--- config.mk ---
export PLATFORM = sky130hd
export DESIGN_NAME = sdram_rom_arbiter_flat
export DESIGN_NICKNAME = d
export VERILOG_FILES = /design/src/rtl/sdram_rom_arbiter_if.sv /design/src/rtl/sdram_rom_arbiter.sv /design/src/flat_wrapper.sv
export SDC_FILE = /design/constraint.sdc
export NUM_CORES = 1
export LEC_CHECK = 0
export BUFFER_PORTS_ARGS = -buffer_cell sky130_fd_sc_hd__buf_2
export CAP_MARGIN = 20
export CORE_MARGIN = 2
export CORE_UTILIZATION = 43
export CTS_CLUSTER_SIZE = 30
export DETAILED_ROUTE_END_ITERATION = 10
export PLACE_DENSITY_LB_ADDON = 0.05
export SLEW_MARGIN = 20
export SYNTH_ARGS = -nofsm -noshare
export SYNTH_HDL_FRONTEND = slang
export SYNTH_SLANG_ARGS = --single-unit
--- constraint.sdc ---
create_clock -name clk -period 2.22 [get_ports clk]
set_input_delay 0 -clock clk [delete_from_list [all_inputs] [get_ports clk]]
set_output_delay 0 -clock clk [all_outputs]
set_load 0.02 [all_outputs]
--- src/rtl/sdram_rom_arbiter_if.sv ---
// Bus bundle for sdram_rom_arbiter: three ROM-side read clients on one side,
// the single read port of the SDRAM controller on the other.
// The master modport is the arbiter's view. The slave modport is the
// environment's view (clients plus controller).
interface sdram_rom_arbiter_if #(
  parameter int AW     = 18,
  parameter int SDR_AW = 23,
  parameter int DW     = 16
);
  // Client side
  logic [2:0]        req;
  logic [AW-1:0]     addr0;
  logic [AW-1:0]     addr1;
  logic [AW-1:0]     addr2;
  logic [2:0]        valid;
  logic [DW-1:0]     data;

  // SDRAM controller side
  logic              sdr_req;
  logic [SDR_AW-1:0] sdr_addr;
  logic              sdr_ack;
  logic              sdr_valid;
  logic [DW-1:0]     sdr_data;

  modport master (
    input  req, addr0, addr1, addr2, sdr_ack, sdr_valid, sdr_data,
    output valid, data, sdr_req, sdr_addr
  );

  modport slave (
    output req, addr0, addr1, addr2, sdr_ack, sdr_valid, sdr_data,
    input  valid, data, sdr_req, sdr_addr
  );
endinterface

--- src/rtl/sdram_rom_arbiter.sv ---
// Three-client read arbiter in front of the SDRAM controller read port.
// Clients are the 68k program cache miss port (0), tile fetch (1) and sound
// ROM (2). Each client word address is offset into its own SDRAM region, and
// only one SDRAM transaction is in flight at a time.
// A client is re-served only after it has dropped req at least once, so a
// client that keeps req high after its data returns is not served twice.
// Build option: define ARB_ROUND_ROBIN_EN for rotating priority; otherwise
// fixed priority 0 > 1 > 2.
module sdram_rom_arbiter #(
  parameter int                AW     = 18,
  parameter int                SDR_AW = 23,
  parameter int                DW     = 16,
  parameter logic [SDR_AW-1:0] BASE0  = 23'h000000,
  parameter logic [SDR_AW-1:0] BASE1  = 23'h040000,
  parameter logic [SDR_AW-1:0] BASE2  = 23'h100000
) (
  input  logic                 clk,
  input  logic                 reset,
  sdram_rom_arbiter_if.master  bus
);

  typedef enum logic [1:0] {
    IDLE = 2'd0,
    REQ  = 2'd1,
    DATA = 2'd2
  } state_t;

  state_t            state_q, state_d;
  logic [1:0]        grant_q, grant_d;
  logic [2:0]        armed_q, armed_d;
  logic              sdr_req_q, sdr_req_d;
  logic [SDR_AW-1:0] sdr_addr_q, sdr_addr_d;
  logic [2:0]        valid_q, valid_d;
  logic [DW-1:0]     data_q, data_d;

  logic [2:0]        eligible;
  logic              any_eligible;
  logic [1:0]        pick;
  logic              grant_fire;
  logic [SDR_AW-1:0] mapped [3];

  // Region mapping: zero-extend the client word address and add the region
  // base; the sum wraps naturally at the SDRAM address width.
  assign mapped[0] = BASE0 + SDR_AW'(bus.addr0);
  assign mapped[1] = BASE1 + SDR_AW'(bus.addr1);
  assign mapped[2] = BASE2 + SDR_AW'(bus.addr2);

  assign eligible   = bus.req & armed_q;
  assign grant_fire = (state_q == IDLE) && any_eligible;

`ifdef ARB_ROUND_ROBIN_EN
  logic [1:0] rr_ptr_q;
  logic [1:0] slot;

  // Position k of the rotating search order that starts at base.
  function automatic logic [1:0] rr_slot(input logic [1:0] base, input logic [1:0] k);
    logic [2:0] s;
    s = {1'b0, base} + {1'b0, k};
    if (s >= 3'd3) s = s - 3'd3;
    return s[1:0];
  endfunction

  // Rotating-priority pick: first eligible client searching from rr_ptr.
  always_comb begin
    // NOTE: every combinational output gets a default first, so no path
    // leaves it unassigned and no latch is inferred.
    any_eligible = 1'b0;
    pick         = 2'd0;
    slot         = 2'd0;
    for (int k = 0; k < 3; k++) begin
      slot = rr_slot(rr_ptr_q, 2'(k));
      if (!any_eligible && eligible[slot]) begin
        any_eligible = 1'b1;
        pick         = slot;
      end
    end
  end

  // Pointer moves to the client after the one just granted.
  always_ff @(posedge clk) begin
    if (reset) begin
      rr_ptr_q <= 2'd0;
    end else if (grant_fire) begin
      rr_ptr_q <= (pick == 2'd2) ? 2'd0 : pick + 2'd1;
    end
  end
`else
  // Fixed-priority pick: client 0 beats 1 beats 2.
  always_comb begin
    any_eligible = |eligible;
    pick         = 2'd0;
    if (eligible[0])      pick = 2'd0;
    else if (eligible[1]) pick = 2'd1;
    else if (eligible[2]) pick = 2'd2;
  end
`endif

  // Next-state and next-output logic of the transaction FSM.
  always_comb begin
    state_d    = state_q;
    grant_d    = grant_q;
    armed_d    = armed_q | ~bus.req;
    sdr_req_d  = sdr_req_q;
    sdr_addr_d = sdr_addr_q;
    valid_d    = 3'b000;
    data_d     = data_q;

    unique case (state_q)
      IDLE: begin
        if (any_eligible) begin
          grant_d       = pick;
          sdr_addr_d    = mapped[pick];
          sdr_req_d     = 1'b1;
          armed_d[pick] = 1'b0;
          state_d       = REQ;
        end
      end

      REQ: begin
        // A data beat arriving before the ack is ignored; one arriving with
        // the ack completes the transaction in the same cycle.
        if (bus.sdr_ack) begin
          sdr_req_d = 1'b0;
          if (bus.sdr_valid) begin
            data_d  = bus.sdr_data;
            valid_d = 3'b001 << grant_q;
            state_d = IDLE;
          end else begin
            state_d = DATA;
          end
        end
      end

      DATA: begin
        if (bus.sdr_valid) begin
          data_d  = bus.sdr_data;
          valid_d = 3'b001 << grant_q;
          state_d = IDLE;
        end
      end

      default: begin
        state_d   = IDLE;
        sdr_req_d = 1'b0;
      end
    endcase
  end

  // State and output registers; reset abandons any transaction in flight.
  always_ff @(posedge clk) begin
    // NOTE: sequential state is written with non-blocking assignments only,
    // so every register samples the pre-edge values of the others.
    if (reset) begin
      state_q    <= IDLE;
      grant_q    <= 2'd0;
      armed_q    <= 3'b111;
      sdr_req_q  <= 1'b0;
      sdr_addr_q <= '0;
      valid_q    <= 3'b000;
      data_q     <= '0;
    end else begin
      state_q    <= state_d;
      grant_q    <= grant_d;
      armed_q    <= armed_d;
      sdr_req_q  <= sdr_req_d;
      sdr_addr_q <= sdr_addr_d;
      valid_q    <= valid_d;
      data_q     <= data_d;
    end
  end

  assign bus.sdr_req  = sdr_req_q;
  assign bus.sdr_addr = sdr_addr_q;
  assign bus.valid    = valid_q;
  assign bus.data     = data_q;

endmodule

--- src/flat_wrapper.sv ---
// flat-port wrapper written by rule: the top's interface ports become plain ports
module sdram_rom_arbiter_flat 
#(
  parameter int                AW     = 18,
  parameter int                SDR_AW = 23,
  parameter int                DW     = 16,
  parameter logic [SDR_AW-1:0] BASE0  = 23'h000000,
  parameter logic [SDR_AW-1:0] BASE1  = 23'h040000,
  parameter logic [SDR_AW-1:0] BASE2  = 23'h100000
)
  (clk, reset, bus_req, bus_addr0, bus_addr1, bus_addr2, bus_sdr_ack, bus_sdr_valid, bus_sdr_data, bus_valid, bus_data, bus_sdr_req, bus_sdr_addr);
  sdram_rom_arbiter_if #(.AW(AW), .SDR_AW(SDR_AW), .DW(DW)) bus_i ();
  input  logic clk;
  input  logic reset;
  input wire logic [$bits(bus_i.req)-1:0] bus_req;
  input wire logic [$bits(bus_i.addr0)-1:0] bus_addr0;
  input wire logic [$bits(bus_i.addr1)-1:0] bus_addr1;
  input wire logic [$bits(bus_i.addr2)-1:0] bus_addr2;
  input wire logic [$bits(bus_i.sdr_ack)-1:0] bus_sdr_ack;
  input wire logic [$bits(bus_i.sdr_valid)-1:0] bus_sdr_valid;
  input wire logic [$bits(bus_i.sdr_data)-1:0] bus_sdr_data;
  output wire logic [$bits(bus_i.valid)-1:0] bus_valid;
  output wire logic [$bits(bus_i.data)-1:0] bus_data;
  output wire logic [$bits(bus_i.sdr_req)-1:0] bus_sdr_req;
  output wire logic [$bits(bus_i.sdr_addr)-1:0] bus_sdr_addr;
  assign bus_i.req = bus_req;
  assign bus_i.addr0 = bus_addr0;
  assign bus_i.addr1 = bus_addr1;
  assign bus_i.addr2 = bus_addr2;
  assign bus_i.sdr_ack = bus_sdr_ack;
  assign bus_i.sdr_valid = bus_sdr_valid;
  assign bus_i.sdr_data = bus_sdr_data;
  assign bus_valid = bus_i.valid;
  assign bus_data = bus_i.data;
  assign bus_sdr_req = bus_i.sdr_req;
  assign bus_sdr_addr = bus_i.sdr_addr;
  sdram_rom_arbiter #(.AW(AW), .SDR_AW(SDR_AW), .DW(DW), .BASE0(BASE0), .BASE1(BASE1), .BASE2(BASE2)) u_core (.clk(clk), .reset(reset), .bus(bus_i));
endmodule
==> results of run 1 <==
==> timing repair <==
action	CTS	global route
resized for setup	0	0
hold buffers	53	0
hold endpoints to repair	36	0
==> sequential cells by signal, indices dropped and copies added (netlist names) <==
| name | cells |
|---|---|
| u_core.grant_q | 2 |
| u_core.bus.sdr_addr | 20 |
| u_core.bus.sdr_req | 1 |
| u_core.bus.valid | 3 |
| u_core.state_q | 2 |
| u_core.bus.data | 16 |
| u_core.armed_q | 3 |
==> how the worst min path moves through the flow <==
| stage | start | to | slack (ns) | cells after the start |
|---|---|---|---|---|
| floorplan | bus_req[0] | u_core.armed_q[0] | 0.09 | 1 |
| finish | bus_addr2[10] | u_core.bus.sdr_addr[10] | 0.01 | 3 |
| global route | bus_addr2[10] | u_core.bus.sdr_addr[10] | 0.03 | 3 |
| detailed placement | bus_req[1] | u_core.armed_q[1] | 0.23 | 2 |
| CTS | bus_addr2[10] | u_core.bus.sdr_addr[10] | 0.005 | 3 |
| global placement | bus_sdr_data[3] | u_core.bus.data[3] | 0.23 | 3 |
==> logic make-up after synthesis <==
kind of cell / count (synthesis)
AOI/OAI and AO/OA: 62
adders and majority gates: 3
buffers and inverters: 21
DFF: 47
muxes: 18
other: 1
and+or+nand+nor: 73
==> cells in the final DEF (no fill, tap or decap), types with 2 or more instances in the layout <==
cell and instances:
nand2_1 12, ha_1 3, a211oi_1 19, and3_1 18, nand2b_1 3, nor3b_1 2, nor3_1 7, inv_1 2
conb_1 3, o2bb2ai_1 18, o21ai_0 18, nor2b_1 3, dlygate4sd3_1 53, nand3b_1 2, mux2i_1 17, a21oi_1 5
nor2_1 19, clkbuf_8 6, buf_2 116, dfxtp_1 47, buf_4 8
==> worst register-to-register path, cell delays in order, from the launching register on <==
cell	delay [ns]
dfxtp_1	0.33
inv_1	0.08
ha_1	0.21
mux2_2	0.34
nand2_1	0.06
buf_4	0.27
mux2i_1	0.29
nor2_1	0.06
==> power groups by stage <==
stage | sequential, mW | clock, mW | combinational, mW
2_1_floorplan | 1.09 | 0 | 0.287
3_3_place_gp | 0.998 | 0 | 0.586
3_5_place_dp | 0.997 | 0 | 0.593
4_1_cts | 0.980 | 0.675 | 0.666
5_1_grt | 0.992 | 0.712 | 0.733
6_report | 0.981 | 0.653 | 0.669
==> final cells by class <==
| type | count | share of cell area, % |
|---|---|---|
| tap | 54 | 2.016 |
| multi-input combinational | 159 | 31.24 |
| timing repair buffer | 177 | 34.94 |
| sequential | 47 | 28.07 |
| clock inverter | 2 | 1.045 |
| clock buffer | 6 | 2.464 |
| inverter | 2 | 0.2240 |
==> metrics by stage <==
stage / cells / worst slack [ns] / utilization, %
5_1_grt: 447 / 0.3235 / 71.44
6_report: 447 / 0.4470 / 71.44
3_3_place_gp: 386 / 0.5576 / 57.63
4_1_cts: 447 / 0.5039 / 71.44
2_1_floorplan: 227 / 0.4239 / -
3_5_place_dp: 386 / 0.5274 / 57.63
==> metal layers <==
layer,part of all wire (%),up-vias,track usage (%)
met5,0,-,0
met4,1.6,0,8.687
met3,5.7,15,6.036
met2,49,75,41.37
met1,43,1059,28.84
li1,-,1146,-
==> results.tsv, run 1 <==
stage	metric	value	unit
status	status	finished clean	
critical_path	reg-to-reg slack, setup	0.45	ns
route	TritonRoute pass-1 iters	4	
placed_design	Post-DP HPWL	3837	um
critical_path	Critical Path AT	1.95	ns
critical_path	Reg2Reg Depth	7	
logic_synthesis	Yosys reg bits	47	
critical_path	worst setup path startpoint	u_core.state_q[1]	
critical_path	delay-heaviest family, CP	multiplexers	
placed_design	placed inst area	0.002704	mm^2
finish	FILL cells	376	
logic_synthesis	cell with the most instances after synthesis	dfxtp_1	
placed_design	RePlAce Congestion	0.7849	
route	wirelength, routed	6367	um
power	Net Sw Power	698.6	uW
sta	RSZ-0062 raised after global routing	false	
logic_synthesis	EDFF count, synth	0	
floorplanning	core area	0.004692	mm^2
finish	area occupied by multi-input gates	0.001047	mm^2
global_routing	overall routing resource usage	24.05	%
critical_path	slowest library cell on the worst path	mux2_2	
critical_path	WP buf/inv	2	
global_routing	first-pass GRT wire length	10230	um
finish	Layout Area Growth over Synthesis	61.00	%
clock_tree	postcts setup bufs	0	
logic_synthesis	Synth Area in Adders	1.803	%
sta	Final Cycle Share	79.87	%
critical_path	CP Max Fanout	16	
global_routing	vias in the first global route	2247	
floorplanning	row cnt	25	
power	Int Pwr	1.604	mW
finish	fraction of layout cells with a size suffix above 1	34.10	%
placed_design	Buffers on Ports	116	
finish	nets@finish	472	
sta	clk_skew	0.004791	ns
floorplanning	Die Area	0.005415	mm^2
finish	fin area	0.003352	mm^2
logic_synthesis	Mean Syn Cell Area	9.253	um^2
sta	final hold viol count	0	
clock_tree	Reg clk slew, reported paths	0.09	ns
sta	setup violators final	0	
power	combinational share of power	29.1	%
global_routing	initial antenna violation count	0	
floorplanning	io pins	120	
sta	Fmax	0.5640	GHz
clock_tree	root buffer cell	clkbuf_8	
critical_path	critical path cell sequence	inv_1 > ha_1 > mux2_2 > nand2_1 > buf_4 > mux2i_1 > nor2_1	
logic_synthesis	post-synthesis mux area share	8.714	%
critical_path	reg2reg end	u_core.bus.data[5]	
power	Switching Fraction	30.34	%
critical_path	CP max stage delay	0.34	ns
critical_path	CP Launch Type	register	
route	drt via density	5.134	
floorplanning	Die W	73.59	um
power	LEAKAGE	1.694	nW
route	final antenna-violating net count	0	
run	Max-Cap Viols	0	
power	Max IR drop VDD	0.3815	mV
critical_path	Data required, critical path	2.39	ns
power	pwr dens	687.1	mW/mm^2
clock_tree	worst skew pair latency	0.30	ns
logic_synthesis	cell taking the most area after synthesis	dfxtp_1	
logic_synthesis	top post-synthesis cells by area	dfxtp_1 (45%), mux2i_1 (8.2%), o2bb2ai_1 (7.6%), a211oi_1 (6.9%), and3_1 (5.4%)	
critical_path	Levels on crit path	7	
power	clock share of power	28.4	%
sta	Fin Setup TNS	0	ns
logic_synthesis	synth unique cells	30	
global_routing	largest net degree at the start of global routing	30	
finish	diode count	0	
logic_synthesis	commonest cells in the synthesized netlist	dfxtp_1 (47), a211oi_1 (19), nor2_1 (19)	
floorplanning	Starting Density	44.37	%
logic_synthesis	largest family of logic cells by synthesized area	compound AO/OA/AOI/OAI gates	
logic_synthesis	YS warnings	0	
logic_synthesis	Seq/Total Area, Yosys	45.19	%
min_path	Hold WC Path Type	primary input to register	
critical_path	RR Startpoint	u_core.state_q[1]	
sta	Max-slew headroom	56.13	%
logic_synthesis	post-synth top area share	45.19	%
finish	FF/Latch Area	940.9	um^2
sta	worst-margin pin slew	0.6564	ns
sta	hold slack	0.01330	ns
clock_tree	H-tree Lvls	2	
power	Flop pwr share	42.6	%
clock_tree	CTS tree	done	
sta	Slew Viols, Final	0	
logic_synthesis	cells after synthesis	225	
logic_synthesis	Synth async-reset ratio	0	%
logic_synthesis	ys flop type	dfxtp_1	
power	Total Power	2.303	mW
clock_tree	Clock Path Buffers	2	
critical_path	Crit. End Element	register	
logic_synthesis	Post-Synth Simple-Gate Area	18.21	%
sta	min Tclk post-route	1.773	ns
logic_synthesis	compound-gate portion of the synthesized area	20.79	%
global_routing	total gr overflow	0	
route	via count	2295	
clock_tree	CTS Buf Count	5	
route	drt wl/cell	14.24	um
route	initial drt markers	114	
critical_path	CP endpoint	u_core.bus.data[5]	
logic_synthesis	Post-Syn Area	0.002082	mm^2
logic_synthesis	Synth Area in XOR/XNOR	0	%
floorplanning	Die Ht	73.59	um
clock_tree	clock sinks	47	
critical_path	Setup CP Type	register to register	
route	Post-route DRC	0	
(Power assumes the default switching activity.)
==> run 2, diff against run 1 <==
ABC_AREA = 1   (was default)
CORE_UTILIZATION = 42   (was 43)
clock period = 1.5 ns   (was 2.22 ns; I/O delays follow)
==> run 2 against run 1 <==
Final cell count grew 37%; clock skew grew 0.0032 ns; largest cell class is now multi-input combinational cells; critical path type unchanged; highest routed layer unchanged; sequential power grew 71%.
==> results.tsv, run 2 <==
stage	metric	value	unit
status	status	finished clean	
finish	Core Util, Final	59.29	%
power	LEAKAGE	1.998	nW
clock_tree	clock sinks	47	
logic_synthesis	cell with the most instances after synthesis	nand2_1	
finish	commonest non-fill, non-tap cells in the layout	buf_2 (116), nand2_1 (105), inv_1 (82)	
logic_synthesis	Seq/Total Area, Yosys	36.00	%
power	Max IR drop VDD	0.6521	mV
logic_synthesis	Yosys reg bits	47	
floorplanning	Die Area	0.006870	mm^2
sta	Fmax	0.7188	GHz
logic_synthesis	post-synth top area share	36.00	%
finish	Layout Area Growth over Synthesis	35.09	%
power	Int Pwr	2.884	mW
route	Post-route DRC	0	
clock_tree	postcts setup bufs	0	
critical_path	slowest library cell on the worst path	dfxtp_1	
logic_synthesis	EDFF count, synth	0	
logic_synthesis	cell taking the most area after synthesis	dfxtp_1	
placed_design	RePlAce Congestion	0.7702	
sta	Final Cycle Share	92.75	%
power	pwr dens	1380	mW/mm^2
critical_path	Crit. End Element	register	
route	via count	2697	
logic_synthesis	ys flop type	dfxtp_1	
sta	setup violators final	0	
min_path	Hold WC Path Type	primary input to register	
finish	FILL cells	618	
critical_path	Critical Path AT	1.59	ns
clock_tree	Reg clk slew, reported paths	0.09	ns
floorplanning	Die W	82.89	um
finish	diode count	0	
logic_synthesis	top post-synthesis cells by area	dfxtp_1 (36%), nand2_1 (15%), inv_1 (12%), a21oi_1 (7.7%), nor2_1 (5.7%)	
critical_path	critical path cell sequence	inv_1 > ha_2 > inv_1 > nor2_2 > nor2_1 > o21ai_1 > nand2_1 > inv_1 > nor2_1	
route	drt wl/cell	10.41	um
power	combinational share of power	46.3	%
global_routing	overall routing resource usage	18.36	%
critical_path	CP Launch Type	register	
logic_synthesis	Mean Syn Cell Area	6.486	um^2
placed_design	DP Cell Count	584	
route	wirelength, routed	6360	um
critical_path	CP max stage delay	0.32	ns
clock_tree	Clock Path Buffers	2	
logic_synthesis	synth unique cells	29	
critical_path	Setup CP Type	register to register	
floorplanning	Starting Density	43.89	%
finish	final cell count without fillers	611	
logic_synthesis	Synth async-reset ratio	0	%
clock_tree	CTS Buf Count	5	
critical_path	most used cell, CP	inv_1	
clock_tree	CTS tree	done	
floorplanning	row cnt	28	
floorplanning	core area	0.005956	mm^2
route	drt via density	4.414	
critical_path	delay-heaviest family, CP	simple AND/OR/NAND/NOR gates	
logic_synthesis	commonest cells in the synthesized netlist	nand2_1 (105), inv_1 (82), dfxtp_1 (47), a21oi_1 (40), nor2_1 (40)	
clock_tree	H-tree Lvls	2	
run	Max-Cap Viols	0	
floorplanning	io pins	120	
sta	Slew Viols, Final	0	
sta	final hold viol count	0	
finish	most common cell after layout, fill and taps aside	buf_2	
sta	min Tclk post-route	1.391	ns
power	Switching Fraction	40.79	%
power	Flop pwr share	34.6	%
finish	max FFs per register	20	
sta	clk_skew	0.007958	ns
global_routing	initial antenna violation count	0	
logic_synthesis	YS warnings	0	
floorplanning	Die Ht	82.89	um
placed_design	Buffers on Ports	116	
global_routing	largest net degree at the start of global routing	41	
finish	nets@finish	615	
placed_design	Post-DP HPWL	4521	um
global_routing	vias in the first global route	2433	
global_routing	total gr overflow	0	
global_routing	first-pass GRT wire length	10740	um
clock_tree	worst skew pair latency	0.30	ns
finish	fraction of layout cells with a size suffix above 1	28.17	%
critical_path	Data required, critical path	1.70	ns
logic_synthesis	cells after synthesis	403	
route	TritonRoute pass-1 iters	4	
power	Net Sw Power	1.987	mW
power	clock share of power	19.2	%
clock_tree	root buffer cell	clkbuf_8	
critical_path	WP buf/inv	3	
route	final antenna-violating net count	0	
critical_path	CP Max Fanout	7	
route	initial drt markers	72	
logic_synthesis	Post-Syn Area	0.002614	mm^2
run 2: worst register-to-register path, cell delays in order (launching register included):
cell     delay, ns
dfxtp_1       0.32
inv_1         0.10
ha_2          0.29
inv_1         0.07
nor2_2        0.17
nor2_1        0.08
o21ai_1       0.14
nand2_1       0.06
inv_1         0.05
nor2_1        0.03
run 2: routing by layer:
metal	share of wire [%]	vias up	track usage, %
li1	-	1480	-
met1	47	1136	23.47
met4	0.83	0	4.024
met3	5.6	7	3.976
met5	0	-	0
met2	46	74	31.67
run 2: stage by stage:
stage	TNS (ns)	instance area (um^2)	power (mW)	hold slack (ns)	setup WS, ns
after global placement	0	3212	3.878	0.2238	0.09161
after detailed placement	0	3212	3.898	0.2287	0.06878
final	0	3531	4.871	0.02926	0.1087
after CTS	0	3515	4.889	0.01281	0.05042
after global routing	-0.01104	3531	5.275	0.01509	-0.01104
after floorplan	0	2621	3.377	0.07931	0.09313
run 2: power by group through the flow:
stage | sequential [mW] | clock [mW] | combinational, mW
after floorplan | 2.02 | 0 | 1.36
after global placement | 1.70 | 0 | 2.17
after detailed placement | 1.71 | 0 | 2.19
after CTS | 1.68 | 0.967 | 2.24
after global routing | 1.72 | 1.02 | 2.53
final | 1.68 | 0.934 | 2.25
run 2: worst paths after layout:
kind	start	endpoint	slack, ns	depth (start not counted)
max	u_core.state_q[1]	u_core.state_q[1]	0.11	9
min	reset	u_core.armed_q[2]	0.03	3
max reg2reg	u_core.state_q[1]	u_core.state_q[1]	0.11	9
min reg2reg	u_core.bus.sdr_addr[20]	u_core.bus.sdr_addr[20]	0.46	2
run 2: repair_timing:
| item | 4_1_cts | 5_1_grt |
|---|---|---|
| setup endpoints to repair | 0 | 37 |
| endpoints found under the hold margin | 19 | 0 |
| hold buffers | 19 | 0 |
| gates resized for setup | 0 | 4 |
run 2: area by class of cell:
class	instances	area [um^2]	share of cell area, %
multi-input cells	249	1194	33.81
flip-flops and latches	47	940.9	26.65
repair buffers	145	858.3	24.31
inverters	87	331.6	9.390
well taps	75	93.84	2.658
clock buffers	5	68.82	1.949
clock inverters	3	43.79	1.240
run 2: cells by family after synthesis:
family | Yosys count | synth area share (%)
AOI/OAI and AO/OA | 63 | 14.46
DFF | 47 | 36.00
adders and majority gates | 3 | 1.436
and+or+nand+nor | 180 | 28.82
buffers and inverters | 109 | 19.15
other | 1 | 0.1435
==> run 3, diff against run 2 <==
GPL_TIMING_DRIVEN = 0   (was default)
==> run 3 against run 2 <==
Critical endpoint unchanged; highest routed layer unchanged; sequential power about the same; via count increased by 4.2%; clock skew decreased by 0.0029 ns; first-iteration DRC count decreased by 11%; worst setup slack got worse by 0.039 ns; cell area increased by 4.1%; sequential cell count unchanged; count of clock-buffer cells in the layout increased by 1; final cell count increased by 2.6%; critical path depth decreased by 1.
==> results.tsv, run 3 (synthesized netlist as in run 2, its figures left out) <==
stage	metric	value	unit
status	status	finished clean	
global_routing	vias in the first global route	2577	
sta	setup violators final	0	
sta	hold slack	0.02022	ns
route	drt via density	4.483	
clock_tree	Reg clk slew, reported paths	0.09	ns
floorplanning	core area	0.005956	mm^2
finish	final cell count without fillers	627	
finish	diode count	0	
power	combinational share of power	47.7	%
critical_path	Critical Path AT	1.64	ns
sta	Fin Setup TNS	0	ns
clock_tree	CTS Buf Count	5	
clock_tree	clock sinks	47	
global_routing	overall routing resource usage	19.71	%
min_path	Hold WC Path Type	primary input to register	
global_routing	initial antenna violation count	0	
power	clock share of power	19.1	%
finish	fin area	0.003675	mm^2
power	Flop pwr share	33.1	%
finish	nets@finish	631	
floorplanning	Die W	82.89	um
sta	clk_skew	0.005071	ns
clock_tree	Clock Path Buffers	2	
critical_path	Data required, critical path	1.71	ns
global_routing	largest net degree at the start of global routing	15	
placed_design	RePlAce Congestion	0.7737	
floorplanning	Die Area	0.006870	mm^2
placed_design	Post-DP HPWL	4906	um
sta	min Tclk post-route	1.430	ns
sta	Max-slew headroom	66.55	%
power	Int Pwr	3.038	mW
route	drt wl/cell	10.87	um
placed_design	DP Cell Count	596	
run	Max-Cap Viols	0	
floorplanning	Starting Density	43.89	%
placed_design	pre-CTS setup slack	-0.1122	ns
placed_design	Buffers on Ports	116	
route	final antenna-violating net count	0	
placed_design	placed inst area	0.003296	mm^2
critical_path	CP Max Fanout	10	
critical_path	CP Launch Type	register	
critical_path	Setup CP Type	register to register	
clock_tree	worst skew pair latency	0.30	ns
sta	Fmax	0.6993	GHz
clock_tree	H-tree Lvls	2	
floorplanning	row cnt	28	
finish	Layout Area Growth over Synthesis	40.59	%
finish	commonest non-fill, non-tap cells in the layout	buf_2 (119), nand2_1 (105), inv_1 (82)	
sta	worst setup slack after layout	0.06994	ns
power	LEAKAGE	2.073	nW
sta	worst-margin pin slew	0.5017	ns
route	TritonRoute pass-1 iters	4	
power	Max IR drop VDD	0.5859	mV
clock_tree	root buffer cell	clkbuf_8	
sta	final hold viol count	0	
sta	Slew Viols, Final	0	
route	initial drt markers	64	
route	via count	2811	
clock_tree	CTS tree	done	
route	Post-route DRC	0	
floorplanning	io pins	120	
floorplanning	Die Ht	82.89	um
power	Total Power	5.105	mW
finish	most common cell after layout, fill and taps aside	buf_2	
finish	Core Util, Final	61.70	%
route	wirelength, routed	6815	um
power	Net Sw Power	2.067	mW
global_routing	total gr overflow	0	
finish	fraction of layout cells with a size suffix above 1	29.53	%
finish	max FFs per register	20	
global_routing	first-pass GRT wire length	11450	um
sta	Final Cycle Share	95.34	%
power	Switching Fraction	40.49	%
critical_path	Crit. End Element	register	
power	pwr dens	1389	mW/mm^2
[run 3: cell count changes in the layout (fill, tap and decap cells not counted), sizes merged]
cell	before	now
buf	126	135
clkbuf	5	12
clkinv	2	1
dlygate4sd3	19	20
[run 3: what timing repair did]
action,4_1_cts,5_1_grt
resized for setup,0,9
endpoints found under the hold margin,20,0
setup endpoints to repair,10,14
buffers inserted,2,1
pin swaps,1,1
hold buffers,20,0
[run 3: routing by layer]
layer	part of all wire (%)	up-vias	global-route usage (%)
met5	0	-	0
met4	1.0	0	4.471
met3	6.1	7	4.175
met2	47	85	34.97
met1	46	1208	24.42
li1	-	1511	-
[run 3: area by class of cell]
cell class | count | area [um^2]
Sequential cell | 47 | 942.2
Fill cell | 592 | 2281
Multi-Input combinational cell | 249 | 1216
Tap cell | 75 | 93.84
Timing Repair Buffer | 139 | 803.3
Clock buffer | 6 | 82.58
Clock inverter | 2 | 35.03
Buffer | 22 | 172.7
Inverter | 87 | 329.1
[run 3: power by group through the flow]
stage / Clock, mW / Sequential, mW / Combinational [mW]
detailed placement: 0 / 1.71 / 2.33
CTS: 1.01 / 1.68 / 2.39
floorplan: 0 / 2.02 / 1.36
global placement: 0 / 1.70 / 2.30
finish: 0.977 / 1.69 / 2.44
global route: 1.05 / 1.73 / 2.73
[run 3: critical path: stages, from the launching register on]
cell and delay (ns):
dfxtp_2 0.35, inv_1 0.08, ha_1 0.26, buf_2 0.27, nor2_1 0.10, o21ai_1 0.13
nand2_1 0.06, inv_1 0.05, nor2_1 0.03
[run 3: final timing paths]
kind / startpoint / endpoint / slack [ns] / cells after the start
worst min register to register: u_core.bus.data[1] / u_core.bus.data[1] / 0.46 / 2
worst max register to register: u_core.state_q[0] / u_core.state_q[1] / 0.07 / 8
worst max-delay path: u_core.state_q[0] / u_core.state_q[1] / 0.07 / 8
worst min-delay path: bus_req[1] / u_core.armed_q[1] / 0.02 / 4
